## src/rtl/apu_pkg.sv

```systemverilog
// Shared APU constants and types for the frame sequencer.
//   STEP*          : cycle-counter values at which frame steps fire
//   WRAP4          : last count of a 4-step frame (next count is 0)
//   IRQ_FIRST      : first count of the 4-step IRQ window (window ends at WRAP4)
//   RESET_DELAY    : cpu_ce count between a $4017 write and the forced counter reset
//   seq_mode_e     : sequencer mode, encoded as $4017 bit 7
package apu_pkg;

  localparam int unsigned STEP1       = 7457;
  localparam int unsigned STEP2       = 14913;
  localparam int unsigned STEP3       = 22371;
  localparam int unsigned STEP4_4     = 29829;
  localparam int unsigned WRAP4       = 29830;
  localparam int unsigned STEP4_5     = 37281;
  localparam int unsigned IRQ_FIRST   = STEP4_4 - 1;

  localparam int unsigned RESET_DELAY = 3;
  localparam int unsigned RDLY_W      = 2;

  typedef enum logic {
    SEQ_4STEP = 1'b0,
    SEQ_5STEP = 1'b1
  } seq_mode_e;

endpackage

```

## src/rtl/frame_sequencer_if.sv

```systemverilog
// CPU-side bus and tick outputs of the APU frame sequencer.
//   cpu_ce    : one-cycle enable per CPU cycle
//   wr_4017   : $4017 write strobe, wdata[7] = mode, wdata[6] = IRQ inhibit
//   rd_4015   : $4015 read strobe (clears the frame IRQ flag)
//   qframe    : quarter-frame tick, one clk wide
//   hframe    : half-frame tick, one clk wide
//   frame_irq : frame IRQ flag, level
//   mode      : current sequencer mode
// master drives the bus and receives ticks; slave is the sequencer.
interface frame_sequencer_if;

  logic       cpu_ce;
  logic       wr_4017;
  logic [7:0] wdata;
  logic       rd_4015;
  logic       qframe;
  logic       hframe;
  logic       frame_irq;
  logic       mode;

  modport master (
    output cpu_ce, wr_4017, wdata, rd_4015,
    input  qframe, hframe, frame_irq, mode
  );

  modport slave (
    input  cpu_ce, wr_4017, wdata, rd_4015,
    output qframe, hframe, frame_irq, mode
  );

endinterface

```

## src/rtl/frame_step_decode.sv

```systemverilog
// Combinational step decoder: maps the cycle count and mode onto the frame events.
//   cnt  : current cycle count
//   mode : sequencer mode
//   q    : quarter-frame step at this count
//   h    : half-frame step at this count
//   irq  : count lies in the 4-step IRQ window
//   wrap : count is the last step of the frame; next count is 0
module frame_step_decode
  import apu_pkg::*;
#(
  parameter int unsigned STEP_W = 16
) (
  input  logic [STEP_W-1:0] cnt,
  input  seq_mode_e         mode,
  output logic              q,
  output logic              h,
  output logic              irq,
  output logic              wrap
);

  localparam logic [STEP_W-1:0] S1   = STEP_W'(STEP1);
  localparam logic [STEP_W-1:0] S2   = STEP_W'(STEP2);
  localparam logic [STEP_W-1:0] S3   = STEP_W'(STEP3);
  localparam logic [STEP_W-1:0] S44  = STEP_W'(STEP4_4);
  localparam logic [STEP_W-1:0] W4   = STEP_W'(WRAP4);
  localparam logic [STEP_W-1:0] S45  = STEP_W'(STEP4_5);
  localparam logic [STEP_W-1:0] IRQ0 = STEP_W'(IRQ_FIRST);

  always_comb begin
    q    = 1'b0;
    h    = 1'b0;
    irq  = 1'b0;
    wrap = 1'b0;
    if (cnt == S1 || cnt == S3) begin
      q = 1'b1;
    end
    if (cnt == S2) begin
      q = 1'b1;
      h = 1'b1;
    end
    if (mode == SEQ_4STEP) begin
      if (cnt == S44) begin
        q = 1'b1;
        h = 1'b1;
      end
      irq  = (cnt >= IRQ0) && (cnt <= W4);
      // >= so a count left high by a mode switch still wraps
      wrap = (cnt >= W4);
    end else begin
      if (cnt == S45) begin
        q = 1'b1;
        h = 1'b1;
      end
      wrap = (cnt >= S45);
    end
  end

endmodule

```

## src/rtl/frame_sequencer.sv

```systemverilog
// NES APU frame sequencer: counts CPU cycles and emits quarter/half-frame ticks,
// owns the $4017 mode/inhibit register and the frame IRQ flag.
//   clk   : system clock
//   rst_n : asynchronous active-low reset
//   bus   : frame_sequencer_if.slave (cpu_ce, wr_4017, wdata, rd_4015 in;
//           qframe, hframe, frame_irq, mode out)
// Build option FRAME_IRQ_EN: when defined, the inhibit bit, IRQ flag and $4015 clear
// path are built; otherwise frame_irq is tied to 0 and wdata[6]/rd_4015 are ignored.
module frame_sequencer
  import apu_pkg::*;
#(
  parameter int unsigned STEP_W = 16
) (
  input logic              clk,
  input logic              rst_n,
  frame_sequencer_if.slave bus
);

  logic [STEP_W-1:0] cnt;
  logic [RDLY_W-1:0] rdly;    // 0 = RUN, non-zero = PEND (counting continues)
  seq_mode_e         mode;
  logic              qframe;
  logic              hframe;
  logic              dec_q;
  logic              dec_h;
  logic              dec_irq;
  logic              dec_wrap;
  logic              reset_lands;

  frame_step_decode #(
    .STEP_W (STEP_W)
  ) u_decode (
    .cnt  (cnt),
    .mode (mode),
    .q    (dec_q),
    .h    (dec_h),
    .irq  (dec_irq),
    .wrap (dec_wrap)
  );

  // The delayed reset takes effect on the cpu_ce that moves rdly from 1 to 0.
  assign reset_lands = bus.cpu_ce && (rdly == RDLY_W'(1));

  always_ff @(posedge clk or negedge rst_n) begin
    if (!rst_n) begin
      cnt    <= '0;
      rdly   <= '0;
      mode   <= SEQ_4STEP;
      qframe <= 1'b0;
      hframe <= 1'b0;
    end else begin
      qframe <= 1'b0;
      hframe <= 1'b0;
      if (bus.cpu_ce) begin
        cnt <= (reset_lands || dec_wrap) ? '0 : cnt + 1'b1;
        if (rdly != '0) begin
          rdly <= rdly - 1'b1;
        end
        // A scheduled step coinciding with the forced reset still ticks.
        qframe <= dec_q || (reset_lands && mode == SEQ_5STEP);
        hframe <= dec_h || (reset_lands && mode == SEQ_5STEP);
      end
      // A write (also one made during PEND) restarts the delay with the new mode.
      if (bus.wr_4017) begin
        mode <= seq_mode_e'(bus.wdata[7]);
        rdly <= RDLY_W'(RESET_DELAY);
      end
    end
  end

  assign bus.qframe = qframe;
  assign bus.hframe = hframe;
  assign bus.mode   = mode;

`ifdef FRAME_IRQ_EN
  logic inhibit;
  logic irq_flag;
  logic unused_wdata;

  always_ff @(posedge clk or negedge rst_n) begin
    if (!rst_n) begin
      inhibit  <= 1'b0;
      irq_flag <= 1'b0;
    end else begin
      // Set beats the $4015 read clear; an inhibiting write beats both.
      if (bus.cpu_ce && dec_irq && !inhibit) begin
        irq_flag <= 1'b1;
      end else if (bus.rd_4015) begin
        irq_flag <= 1'b0;
      end
      if (bus.wr_4017) begin
        inhibit <= bus.wdata[6];
        if (bus.wdata[6]) begin
          irq_flag <= 1'b0;
        end
      end
    end
  end

  assign bus.frame_irq = irq_flag;
  assign unused_wdata  = ^bus.wdata[5:0];
`else
  logic unused_irq;

  assign bus.frame_irq = 1'b0;
  assign unused_irq    = ^{bus.wdata[6:0], bus.rd_4015, dec_irq};
`endif

endmodule

```

## src/flat_wrapper.sv

```systemverilog
// flat-port wrapper written by rule: the top's interface ports become plain ports
module frame_sequencer_flat import apu_pkg::*;
#(
  parameter int unsigned STEP_W = 16
)
  (clk, rst_n, bus_cpu_ce, bus_wr_4017, bus_wdata, bus_rd_4015, bus_qframe, bus_hframe, bus_frame_irq, bus_mode);
  frame_sequencer_if bus_i ();
  input logic clk;
  input logic rst_n;
  input wire logic [$bits(bus_i.cpu_ce)-1:0] bus_cpu_ce;
  input wire logic [$bits(bus_i.wr_4017)-1:0] bus_wr_4017;
  input wire logic [$bits(bus_i.wdata)-1:0] bus_wdata;
  input wire logic [$bits(bus_i.rd_4015)-1:0] bus_rd_4015;
  output wire logic [$bits(bus_i.qframe)-1:0] bus_qframe;
  output wire logic [$bits(bus_i.hframe)-1:0] bus_hframe;
  output wire logic [$bits(bus_i.frame_irq)-1:0] bus_frame_irq;
  output wire logic [$bits(bus_i.mode)-1:0] bus_mode;
  assign bus_i.cpu_ce = bus_cpu_ce;
  assign bus_i.wr_4017 = bus_wr_4017;
  assign bus_i.wdata = bus_wdata;
  assign bus_i.rd_4015 = bus_rd_4015;
  assign bus_qframe = bus_i.qframe;
  assign bus_hframe = bus_i.hframe;
  assign bus_frame_irq = bus_i.frame_irq;
  assign bus_mode = bus_i.mode;
  frame_sequencer #(.STEP_W(STEP_W)) u_core (.clk(clk), .rst_n(rst_n), .bus(bus_i));
endmodule
```

## config.mk

```make
export PLATFORM = sky130hd
export DESIGN_NAME = frame_sequencer_flat
export DESIGN_NICKNAME = d
export VERILOG_FILES = /design/src/rtl/apu_pkg.sv /design/src/rtl/frame_sequencer_if.sv /design/src/rtl/frame_step_decode.sv /design/src/rtl/frame_sequencer.sv /design/src/flat_wrapper.sv
export SDC_FILE = /design/constraint.sdc
export NUM_CORES = 1
export LEC_CHECK = 0
export BUFFER_PORTS_ARGS = -buffer_cell sky130_fd_sc_hd__buf_2
export CAP_MARGIN = 20
export CORE_AREA = 2 2 63 65
export DETAILED_ROUTE_END_ITERATION = 10
export DIE_AREA = 0 0 65 67
export PLACE_DENSITY_LB_ADDON = 0.05
export SYNTH_ARGS = -nofsm -noshare
export SYNTH_HDL_FRONTEND = slang
export SYNTH_SLANG_ARGS = --single-unit
```

## constraint.sdc

```tcl
create_clock -name clk -period 5.4 [get_ports clk]
set_input_delay 1.35 -clock clk [delete_from_list [all_inputs] [get_ports clk]]
set_output_delay 1.35 -clock clk [all_outputs]
set_load 0.05 [all_outputs]
```

# [Yosys cells after proc, flatten, opt, wreduce, memory -nomap -nowiden]
# Index checks and enable logic that the tools add are counted.
[word_totals] ff_bits=21 latchBits=0 mem_bits_rw=0 rom_bits=0 input_bits=13 out_inout_bits=4 elab_cells=41 mem_count=0
[op_classes] n_addsub=2 n_mul=0 n_div=0 magnitude_cmp=2 n_eq_ne=6 shifts=0 n_mux=16 bitwise_logic=0 n_reduce_logical=10
[op_table] operator="16-bit by 15-bit equality test with 1-bit output (second input constant)" n=2
[op_table] operator="16-bit by 1-bit adder with 16-bit output (second input constant)" n=1
[op_table] operator="16-bit by 13-bit equality test with 1-bit output (second input constant)" n=1
[op_table] operator="16-bit by 14-bit equality test with 1-bit output (second input constant)" n=1
[op_table] operator="16-bit equality test (second input constant)" n=1
[op_table] operator="16-bit by 15-bit >= comparator with 1-bit output (second input constant)" n=1
[op_table] operator="16-bit >= comparator (second input constant)" n=1
[op_table] operator="16-bit two-way mux" n=1
[op_table] operator="1-bit two-way mux" n=12
[op_table] operator="2-bit two-way mux" n=3
[op_table] operator="2-bit nonzero test" n=3
[op_table] operator="1-bit logical OR" n=4
[op_table] operator="2-bit by 1-bit equality test with 1-bit output (second input constant)" n=1
[op_table] operator="1-bit logical AND" n=2
[op_table] operator="2-bit AND reduction" n=1
[op_table] operator="2-bit by 1-bit subtractor with 2-bit output (second input constant)" n=1

# [Depth between registers and ports, before layout]
# Gate-level depths: netlist of the first run.
[logic_depth] depth_word=8 mapped_depth=8 ltp_nobuf=7

# [Modules after synthesis]
# Synthesis of the first run repeated with hierarchy kept, for this count alone.
[hier_totals] cells_unflattened=152 hier_area_um2=1377.6
[modules_own_cells] module="frame_sequencer" instances=1 cells_per_inst=103 area_each_um2=1043.5 seq_area_each_um2=525.5
[modules_own_cells] module="frame_step_decode" instances=1 cells_per_inst=49 area_each_um2=334.1 seq_area_each_um2=0.0

# [Worst setup path after synthesis of the first run]
# OpenSTA, ideal clock, no wires.
[synth_timing] kind="input to register" start="input bus_cpu_ce" end="register u_core.cnt[11]" setup_time_ns=0.133 t_arrival_ns=2.177 required_ns=5.267 slack_ns=3.090 cell_stages=5 path_buffers=0 path_cell_list="nand4_1 > nor3_1 > nand3_1 > xnor2_1 > nor2_1"
[synth_between] elab_chain_len=3
[synth_lines] item="start: declaration" line="flat_wrapper.sv:10" rtl="input wire logic [$bits(bus_i.cpu_ce)-1:0] bus_cpu_ce;"
[synth_lines] item="1-bit logical AND" line="frame_sequencer.sv:42" rtl="assign reset_lands = bus.cpu_ce && (rdly == RDLY_W'(1));"
[synth_lines] item="1-bit logical OR" line="frame_sequencer.sv:55" rtl="cnt <= (reset_lands || dec_wrap) ? '0 : cnt + 1'b1;"
[synth_lines] item="16-bit two-way mux" line="frame_sequencer.sv:55"
[synth_lines] item="end signal: assignment" line="frame_sequencer.sv:55"
[synth_lines] item="end: declaration" line="frame_sequencer.sv:19" rtl="logic [STEP_W-1:0] cnt;"
# Parallel ways exist; a longest one is shown, timed or not.
# A chain may end at the register's enable or synchronous reset.

# [Final worst setup path of the first run]
[layout_timing] start="input bus_cpu_ce" end="register u_core.cnt[15]"
# The elaborated chain is that of the path after synthesis.

==> results.toml, run 1 <==
[status]
outcome = "complete, no violations"

[critical_path]
crit_type = "primary input to register"
path_max_fanout = 14
endpoint_kind = "register"
rr_worst_depth = 8
crit_arrival_ns = 2.78
path_cells = "buf_2 -> nand4_1 -> nor3_1 -> nand3_1 -> xor2_1 -> nor2_2"
ff2ff_setup_slack_ns = 3.13
crit_family = "simple AND/OR/NAND/NOR gates"
crit_required_ns = 5.55
r2r_end = "u_core.cnt[10]$_DFFE_PN0P_"
cp-start-kind = "primary input"
cpPeakStageDelay_ns = 0.49
worst-path-buf-inv = 1
slowest_stage = "nor3_1"
reg2reg_from = "u_core.cnt[1]$_DFFE_PN0P_"

[power]
ir_drop_uv = 115
powerDensity_mw_per_mm2 = 236
p_leak_nw = 0.604

[synthesis]
synth_edf_count = 0
seq_area_frac_synth_pct = 37.6
synth_area_leaders = "dfrtp_1, ha_1, nor2_2"
ys_async_sr_fraction_pct = 100
synth_warnings = 0
synth.most_common_cell = "dfrtp_1"
netlist_top_cells_count = "dfrtp_1, nor2_1, nand3_1"
synth_top_cell_area_share_pct = 37.6
yosys.area.top_type = "dfrtp_1"
synth.net_count = 174
ys_types = 43
yosys_most_used_dff = "dfrtp_1"
ys_ff_latch = 21
avgSynthCellArea_um2 = 9.01
syn_inst = 155
syn_area_mm2 = 0.00140

[layout]
fillers = 374
layout.nets = 176
area_growth_pct = 5.91
diodes = 0
fin_util_pct = 41.0
fin_cells = 204
drive_above_1_share_pct = 16.0
fin_area_mm2 = 0.00148

[drt]
ant_nets = 0
num_vias = 1093
drc = 0
postRouteWirelength_um = 2970
drt_iter0_markers = 54
drt-pass1-iter-count = 4
wire_per_inst_um = 14.6
vias_per_cell = 5.36

[placed_design]
io_buffers = 7
preCtsSetupSlack_ns = 2.50
dp_cells = 200
placed_cell_area_mm2 = 0.00143
hpwl_um = 2130
gp_congestion = 0.837

[timing]
fin_ws_ns = 2.77
post-route-period-util_pct = 48.8
finalMaxSlewViolations = 0
grt_setup_unrepaired = "no"
finClkSkew_ns = 0.00324
fin_setup_tns_ns = 0
min_period_ns = 2.63
final-setup-viol-count = 0
fmax_ghz = 0.380
slew_headroom_pct = 65.2
worst_pin_slew_ns = 0.518
hold_violations = 0

[floorplan]
initial_core_util_pct = 38.7
rows = 22
fp.dieW_um = 65
core_area_mm2 = 0.00361
io_pins = 17
dieArea_mm2 = 0.00436
die_height_um = 67

[grt]
grt_max_degree = 22
grt_pass1_vias = 1090
grt_first_pass_wirelength_um = 5290
grtUsageTotal_pct = 15.7
antenna_found_initial = 0
grt_overflow = 0

[worst_hold_path]
hold_start = "u_core.rdly[1]$_DFFE_PN0P_"
whs_path_depth = 1
hold_path.class = "register to register"
hold_path_end = "u_core.rdly[1]$_DFFE_PN0P_"

[clock_network]
cts_buffer_depth = 2
cts_resized = 0
cts_setup_buffers = 0
cts_tree = "built"
clkSinkCount = 21
clock_tree.root_cell = "clkbuf_8"
htreeDepth = 1
hold_buffers = 0
clock_latency_ns = 0.26
clk_pin_slew_ns = 0.07
cts_buffers = 3

[run]
maxCapViolCount = 0
cell families (layout without fill, tap and decap cells):
| kind of cell | count (synthesis) | count (layout) | share of synthesized area (%) |
|---|---|---|---|
| buffers and inverters | 19 | 20 | 6.81 |
| AO/OA/AOI/OAI | 19 | 19 | 9.59 |
| XOR/XNOR | 14 | 14 | 8.78 |
| adder cells (fa/ha/maj) | 6 | 6 | 5.38 |
| AND/OR/NAND/NOR | 74 | 74 | 30.7 |
| other | 1 | 1 | 0.269 |
| multiplexers | 1 | 1 | 0.806 |
| flip-flops | 21 | 21 | 37.6 |
worst register-to-register path: cells and delay by family (launching register included):
family | cells | cell delay (ns)
compound gates | 1 | 0.27
flops | 1 | 0.43
buf+inv | 2 | 0.38
simple gates | 4 | 0.85
fa+ha+maj | 1 | 0.23
area by class of cell:
cell class | count | area [um2] | area share, %
Inverter | 8 | 30.0 | 2.03
Multi-Input combinational cell | 115 | 776 | 52.5
Clock buffer | 4 | 45.0 | 3.05
Tap cell | 48 | 60.1 | 4.06
Sequential cell | 21 | 526 | 35.5
Timing Repair Buffer | 8 | 42.5 | 2.88
cells in the final DEF (no fill, tap or decap), drive strengths merged, types with 2 or more instances in the layout:
| cell type | instances |
|---|---|
| nand2 | 9 |
| dfrtp | 21 |
| clkbuf | 4 |
| a21oi | 4 |
| buf | 8 |
| inv | 8 |
| nand3 | 12 |
| nand2b | 3 |
| nor3 | 5 |
| o21ai | 3 |
| nor2 | 25 |
| ha | 6 |
| o22ai | 3 |
| nor4 | 4 |
| nand4 | 3 |
| xor2 | 7 |
| nand4b | 2 |
| o211ai | 2 |
| xnor2 | 7 |
| nand4bb | 2 |
through the flow:
stage,hold WS [ns],total power (W)
after floorplan,0.459,0.000232
after global placement,0.477,0.000249
after detailed placement,0.483,0.000250
after CTS,0.501,0.000356
after global routing,0.525,0.000372
final,0.499,0.000349
sequential cells by signal, summed over array words and instances, names as in the netlist:
register,flops
u_core.bus.qframe,1
u_core.cnt,16
u_core.bus.mode,1
u_core.rdly,2
u_core.bus.hframe,1
report_power, final:
part           switching, W  internal [W]
Clock             0.0000507     0.0000526
Combinational     0.0000419     0.0000258
Sequential        0.0000123      0.000166
worst max-delay path by stage:
| stage | from | to | slack [ns] | depth (start not counted) |
|---|---|---|---|---|
| after CTS | bus_cpu_ce | u_core.cnt[15]$_DFFE_PN0P_ | 2.78 | 6 |
| after floorplan | bus_cpu_ce | u_core.cnt[11]$_DFFE_PN0P_ | 3.09 | 5 |
| final | bus_cpu_ce | u_core.cnt[15]$_DFFE_PN0P_ | 2.77 | 6 |
| after detailed placement | bus_cpu_ce | u_core.cnt[15]$_DFFE_PN0P_ | 2.50 | 6 |
| after global placement | bus_cpu_ce | u_core.cnt[15]$_DFFE_PN0P_ | 2.48 | 6 |
| after global routing | bus_cpu_ce | u_core.cnt[15]$_DFFE_PN0P_ | 2.58 | 6 |
per-layer routing:
layer	global-route usage, %	wire (um)	vias to the layer above
li1	-	-	537
met1	21.4	1430	529
met2	25.4	1400	25
met3	3.72	126	2
met4	3.19	14	0
met5	0	0	-
(Power assumes the default switching activity.)
==> run 2: changes to the inputs <==
Clock period 5.4 ns to 2.2 ns, I/O delays scaled along.
==> run 2 against run 1 <==
  * Power grew to 2.6 times the previous value
  * Combinational power rose to 3.3 times the previous value
  * Setup slack got worse by 2.7 ns
  * Via count increased by 6.8%
  * Clock power rose to 2.5 times the previous value
  * Global-route usage grew 1.7 points
  * Register-to-register slack lost 3.1 ns
  * Critical path depth increased by 2
==> results.toml, run 2 (synthesis gave the netlist of run 1 again) <==
[placed_design]
gp_congestion = 0.862
hpwl_um = 2470
dp_cells = 218
io_buffers = 7

[clock_network]
clock_latency_ns = 0.26
clk_pin_slew_ns = 0.08
cts_tree = "built"
cts_buffer_depth = 2
htreeDepth = 1
cts_setup_buffers = 0
clkSinkCount = 21
cts_buffers = 3
clock_tree.root_cell = "clkbuf_8"
cts_resized = 0

[timing]
fin_setup_tns_ns = 0
final-setup-viol-count = 0
hold_violations = 0
min_period_ns = 2.14
finalMaxSlewViolations = 0
grt_setup_unrepaired = "yes"
finClkSkew_ns = 0.00343
fmax_ghz = 0.468
post-route-period-util_pct = 97.2

[power]
pwr-share-seq_pct = 47.3
power_switching_w = 0.000274
total_power_w = 0.000910
ir_drop_uv = 326
comb_power_share_pct = 24.3
p_leak_nw = 0.702
p_int_w = 0.000635
p_sw_share_pct = 30.1
powerDensity_mw_per_mm2 = 559
pwr-share-clk_pct = 28.4

[floorplan]
core_area_mm2 = 0.00361
io_pins = 17
fp.dieW_um = 65
initial_core_util_pct = 38.7
die_height_um = 67
dieArea_mm2 = 0.00436
rows = 22

[grt]
grt_pass1_vias = 1217
grtUsageTotal_pct = 17.4
grt_first_pass_wirelength_um = 5710
grt_max_degree = 22
grt_overflow = 0
antenna_found_initial = 0

[drt]
drc = 0
wire_per_inst_um = 14.6
postRouteWirelength_um = 3240
drt-pass1-iter-count = 4
vias_per_cell = 5.26
num_vias = 1167
ant_nets = 0
drt_iter0_markers = 37

[critical_path]
endpoint_kind = "register"
ff2ff_setup_slack_ns = 0.06
crit_required_ns = 2.36
path_max_fanout = 13
crit_arrival_ns = 2.30
crit_type = "register to register"
cp-start-kind = "register"

[layout]
top_register = "u_core.cnt"
drive_above_1_share_pct = 24.7
reg_top3 = "u_core.cnt x16, u_core.rdly x2"
seq_area_um2 = 526
multiInputGateArea_um2 = 776
area_growth_pct = 16.5
layout_commonest_cell = "dfrtp_1"
fillers = 376
largest_register_ffs = 16
fin_util_pct = 45.1
final_cell_mix = "dfrtp_1, buf_4, nor2_1, nand3_1, nor2_2"
diodes = 0
fin_cells = 222
layout.nets = 194

[run]
maxCapViolCount = 0

[worst_hold_path]
hold_path.class = "primary input to asynchronous set/reset pin"

[status]
outcome = "complete, no violations"
-- run 2: cell types whose count changed in the layout (fill, tap and decap cells not counted) --
cell    change
buf_4      +17
buf_12      +1
-- run 2: layout make-up --
cell class,instances,area share (%)
clock buffers,4,2.77
repair buffers,26,11.7
flip-flops and latches,21,32.3
well taps,48,3.69
multi-input cells,115,47.7
inverters,8,1.85
-- run 2: path summary, 6_finish.rpt --
check | from | endpoint | depth (start not counted)
max | u_core.cnt[1]$_DFFE_PN0P_ | u_core.cnt[9]$_DFFE_PN0P_ | 8
min | rst_n | u_core.cnt[1]$_DFFE_PN0P_ | 1
max reg2reg | u_core.cnt[1]$_DFFE_PN0P_ | u_core.cnt[9]$_DFFE_PN0P_ | 8
min reg2reg | u_core.rdly[1]$_DFFE_PN0P_ | u_core.rdly[1]$_DFFE_PN0P_ | 1
max in group asynchronous | rst_n | u_core.cnt[8]$_DFFE_PN0P_ | 1
min in group clk | bus_wr_4017 | u_core.rdly[1]$_DFFE_PN0P_ | 2
-- run 2: critical path, cell delays in order, from the launching register on --
cell	delay, ns
dfrtp_1	0.38
inv_1	0.07
ha_1	0.18
or4b_4	0.49
nor4_4	0.19
nor3_1	0.12
a221oi_2	0.34
buf_12	0.19
nor2_1	0.06
-- run 2: power groups by stage --
| stage | sequential, W | clock (W) | combinational, W |
|---|---|---|---|
| final | 0.000430 | 0.000258 | 0.000221 |
| after global routing | 0.000434 | 0.000287 | 0.000245 |
| after CTS | 0.000430 | 0.000269 | 0.000225 |
| after detailed placement | 0.000438 | 0 | 0.000223 |
| after global placement | 0.000437 | 0 | 0.000214 |
| after floorplan | 0.000443 | 0 | 0.000127 |
-- run 2: metrics by stage --
step | hold WS, ns | instance area, um2 | setup slack (ns)
CTS | 0.249 | 1630 | 0.00208
global route | 0.264 | 1630 | -0.0548
finish | 0.230 | 1630 | 0.0624
floorplan | 0.254 | 1400 | 0.0788
global placement | 0.472 | 1580 | 0.0574
detailed placement | 0.488 | 1580 | 0.0231
-- run 2: what timing repair did --
| action | CTS | global route |
|---|---|---|
| hold buffers | 0 | 0 |
| setup endpoints to repair | 0 | 13 |
| endpoints found under the hold margin | 0 | 0 |
-- run 2: metal layers --
metal  GRT usage (%)  share of wire, %  up-vias
met3            2.87               4.0       13
met4            8.51               2.9        0
li1                -                 -      573
met1            22.0                46      554
met5               0                 0        -
met2            28.9                47       27
==> run 3: changes to the inputs <==
Settings changed: CORE_AREA 2 2 63 65 to 2 2 56 58, DIE_AREA 0 0 65 67 to 0 0 58 60.
==> run 3 against run 2 <==
  * The run now ends with negative setup slack left
  * Register-to-register slack worse by 0.08 ns
  * Clock skew down 0.0020 ns
  * Sequential share of layout area decreased by 0.41 points
  * Via count rose by 1.9%
  * Clock-buffer cell count did not move
  * Combinational power up 15%
  * Critical path depth increased by 1
  * Critical path type unchanged
  * Highest routed layer unchanged
==> results.toml, run 3 (synthesis gave the netlist of run 1 again) <==
[status]
outcome = "complete, but fails checks"
violations = "negative setup slack"

[layout]
fin_util_pct = 56.9
fin_area_mm2 = 0.00165
largest_register_ffs = 16
drive_above_1_share_pct = 29.2
reg_top3 = "u_core.cnt x16, u_core.rdly x2"
area_growth_pct = 18.3
diodes = 0
layout.nets = 198
final_cell_mix = "buf_4, dfrtp_1, nor2_1, nand3_1, nor2_2"
top_register = "u_core.cnt"
layout_commonest_cell = "buf_4"

[timing]
fin_ws_ns = -0.0208
min_period_ns = 2.22
grt_setup_unrepaired = "yes"
finalMaxSlewViolations = 0
post-route-period-util_pct = 101
fin_setup_tns_ns = -0.163
hold_violations = 0
hold_slack_ns = 0.190
final-setup-viol-count = 13
fmax_ghz = 0.450
finClkSkew_ns = 0.00143

[grt]
grt_pass1_vias = 1182
grt_max_degree = 22
grtUsageTotal_pct = 21.3
antenna_found_initial = 0
grt_overflow = 0
grt_first_pass_wirelength_um = 5620

[power]
pwr-share-seq_pct = 49.5
ir_drop_uv = 487
power_switching_w = 0.000278
pwr-share-clk_pct = 21.6
p_sw_share_pct = 31.6
p_leak_nw = 0.717
comb_power_share_pct = 28.9
powerDensity_mw_per_mm2 = 532
total_power_w = 0.000879
p_int_w = 0.000601

[floorplan]
dieArea_mm2 = 0.00348
core_area_mm2 = 0.00290
die_height_um = 60
rows = 20
io_pins = 17
fp.dieW_um = 58
initial_core_util_pct = 48.1

[clock_network]
clkSinkCount = 21
clock_tree.root_cell = "clkbuf_4"
clock_latency_ns = 0.30
cts_tree = "built"
cts_buffers = 3
clk_pin_slew_ns = 0.12
htreeDepth = 1
cts_buffer_depth = 2

[drt]
ant_nets = 0
vias_per_cell = 5.64
drc = 0
postRouteWirelength_um = 3240
wire_per_inst_um = 15.3
drt-pass1-iter-count = 4
drt_iter0_markers = 55
num_vias = 1189

[placed_design]
hpwl_um = 2270
io_buffers = 7
gp_congestion = 0.916
placed_cell_area_mm2 = 0.00156

[critical_path]
path_max_fanout = 7
crit_type = "register to register"
cp-start-kind = "register"
endpoint_kind = "register"
crit_required_ns = 2.41
crit_arrival_ns = 2.43

[worst_hold_path]
hold_path.class = "primary input to asynchronous set/reset pin"

[run]
maxCapViolCount = 0
## run 3: cell types whose count changed in the layout (fill, tap and decap cells not counted), sizes merged
cell    delta
clkbuf     +1
buf        +3
## run 3: final timing paths
check,endpoint,slack (ns),start,depth (start not counted)
setup / recovery,u_core.cnt[10]$_DFFE_PN0P_,-0.02,u_core.cnt[1]$_DFFE_PN0P_,9
hold / removal,u_core.cnt[1]$_DFFE_PN0P_,0.19,rst_n,1
setup reg to reg,u_core.cnt[10]$_DFFE_PN0P_,-0.02,u_core.cnt[1]$_DFFE_PN0P_,9
hold reg to reg,u_core.rdly[1]$_DFFE_PN0P_,0.50,u_core.rdly[1]$_DFFE_PN0P_,1
max in group asynchronous,u_core.cnt[0]$_DFFE_PN0P_,1.65,rst_n,1
min in group clk,u_core.rdly[1]$_DFFE_PN0P_,0.45,bus_wr_4017,2
## run 3: area by class of cell
type	instances	area (um2)
timing repair buffer	30	229
inverter	8	30.0
tap	33	41.3
sequential	21	527
clock buffer	4	26.3
fill	274	1250
multi-input combinational	115	798
## run 3: what timing repair did
item | in CTS | in global routing
setup endpoints to repair | 0 | 13
endpoints found under the hold margin | 0 | 0
buffers inserted | 0 | 4
hold buffers | 0 | 0
gates resized for setup | 0 | 7
## run 3: critical path, cell delays in order (launching register included)
cell and delay [ns]:
dfrtp_1 0.41, inv_2 0.08, ha_4 0.12, or4b_4 0.47, nor4_4 0.33, nor3_2 0.09
a221oi_2 0.25, buf_4 0.17, clkbuf_16 0.15, nor2_1 0.04
## run 3: per-layer routing
metal	global-route usage (%)	up-vias	part of all wire, %	wire, um
li1	-	582	-	-
met1	28.6	579	46	1500
met2	36.0	26	49	1590
met3	1.95	2	3.7	121
met4	6.98	0	0.53	17
met5	0	-	0	0
## run 3: power by group through the flow
| stage | logic (W) | clock network (W) | registers, W |
|---|---|---|---|
| after global placement | 0.000211 | 0 | 0.000437 |
| after CTS | 0.000219 | 0.000204 | 0.000431 |
| after floorplan | 0.000127 | 0 | 0.000443 |
| after detailed placement | 0.000218 | 0 | 0.000438 |
| after global routing | 0.000280 | 0.000217 | 0.000438 |
| final | 0.000254 | 0.000190 | 0.000435 |
## run 3: through the flow
stage | instances | setup WS, ns
after floorplan | 155 | 0.0788
after detailed placement | 202 | 0.0326
after CTS | 206 | 0.000740
after global placement | 202 | 0.0680
after global routing | 211 | -0.0766
final | 211 | -0.0208
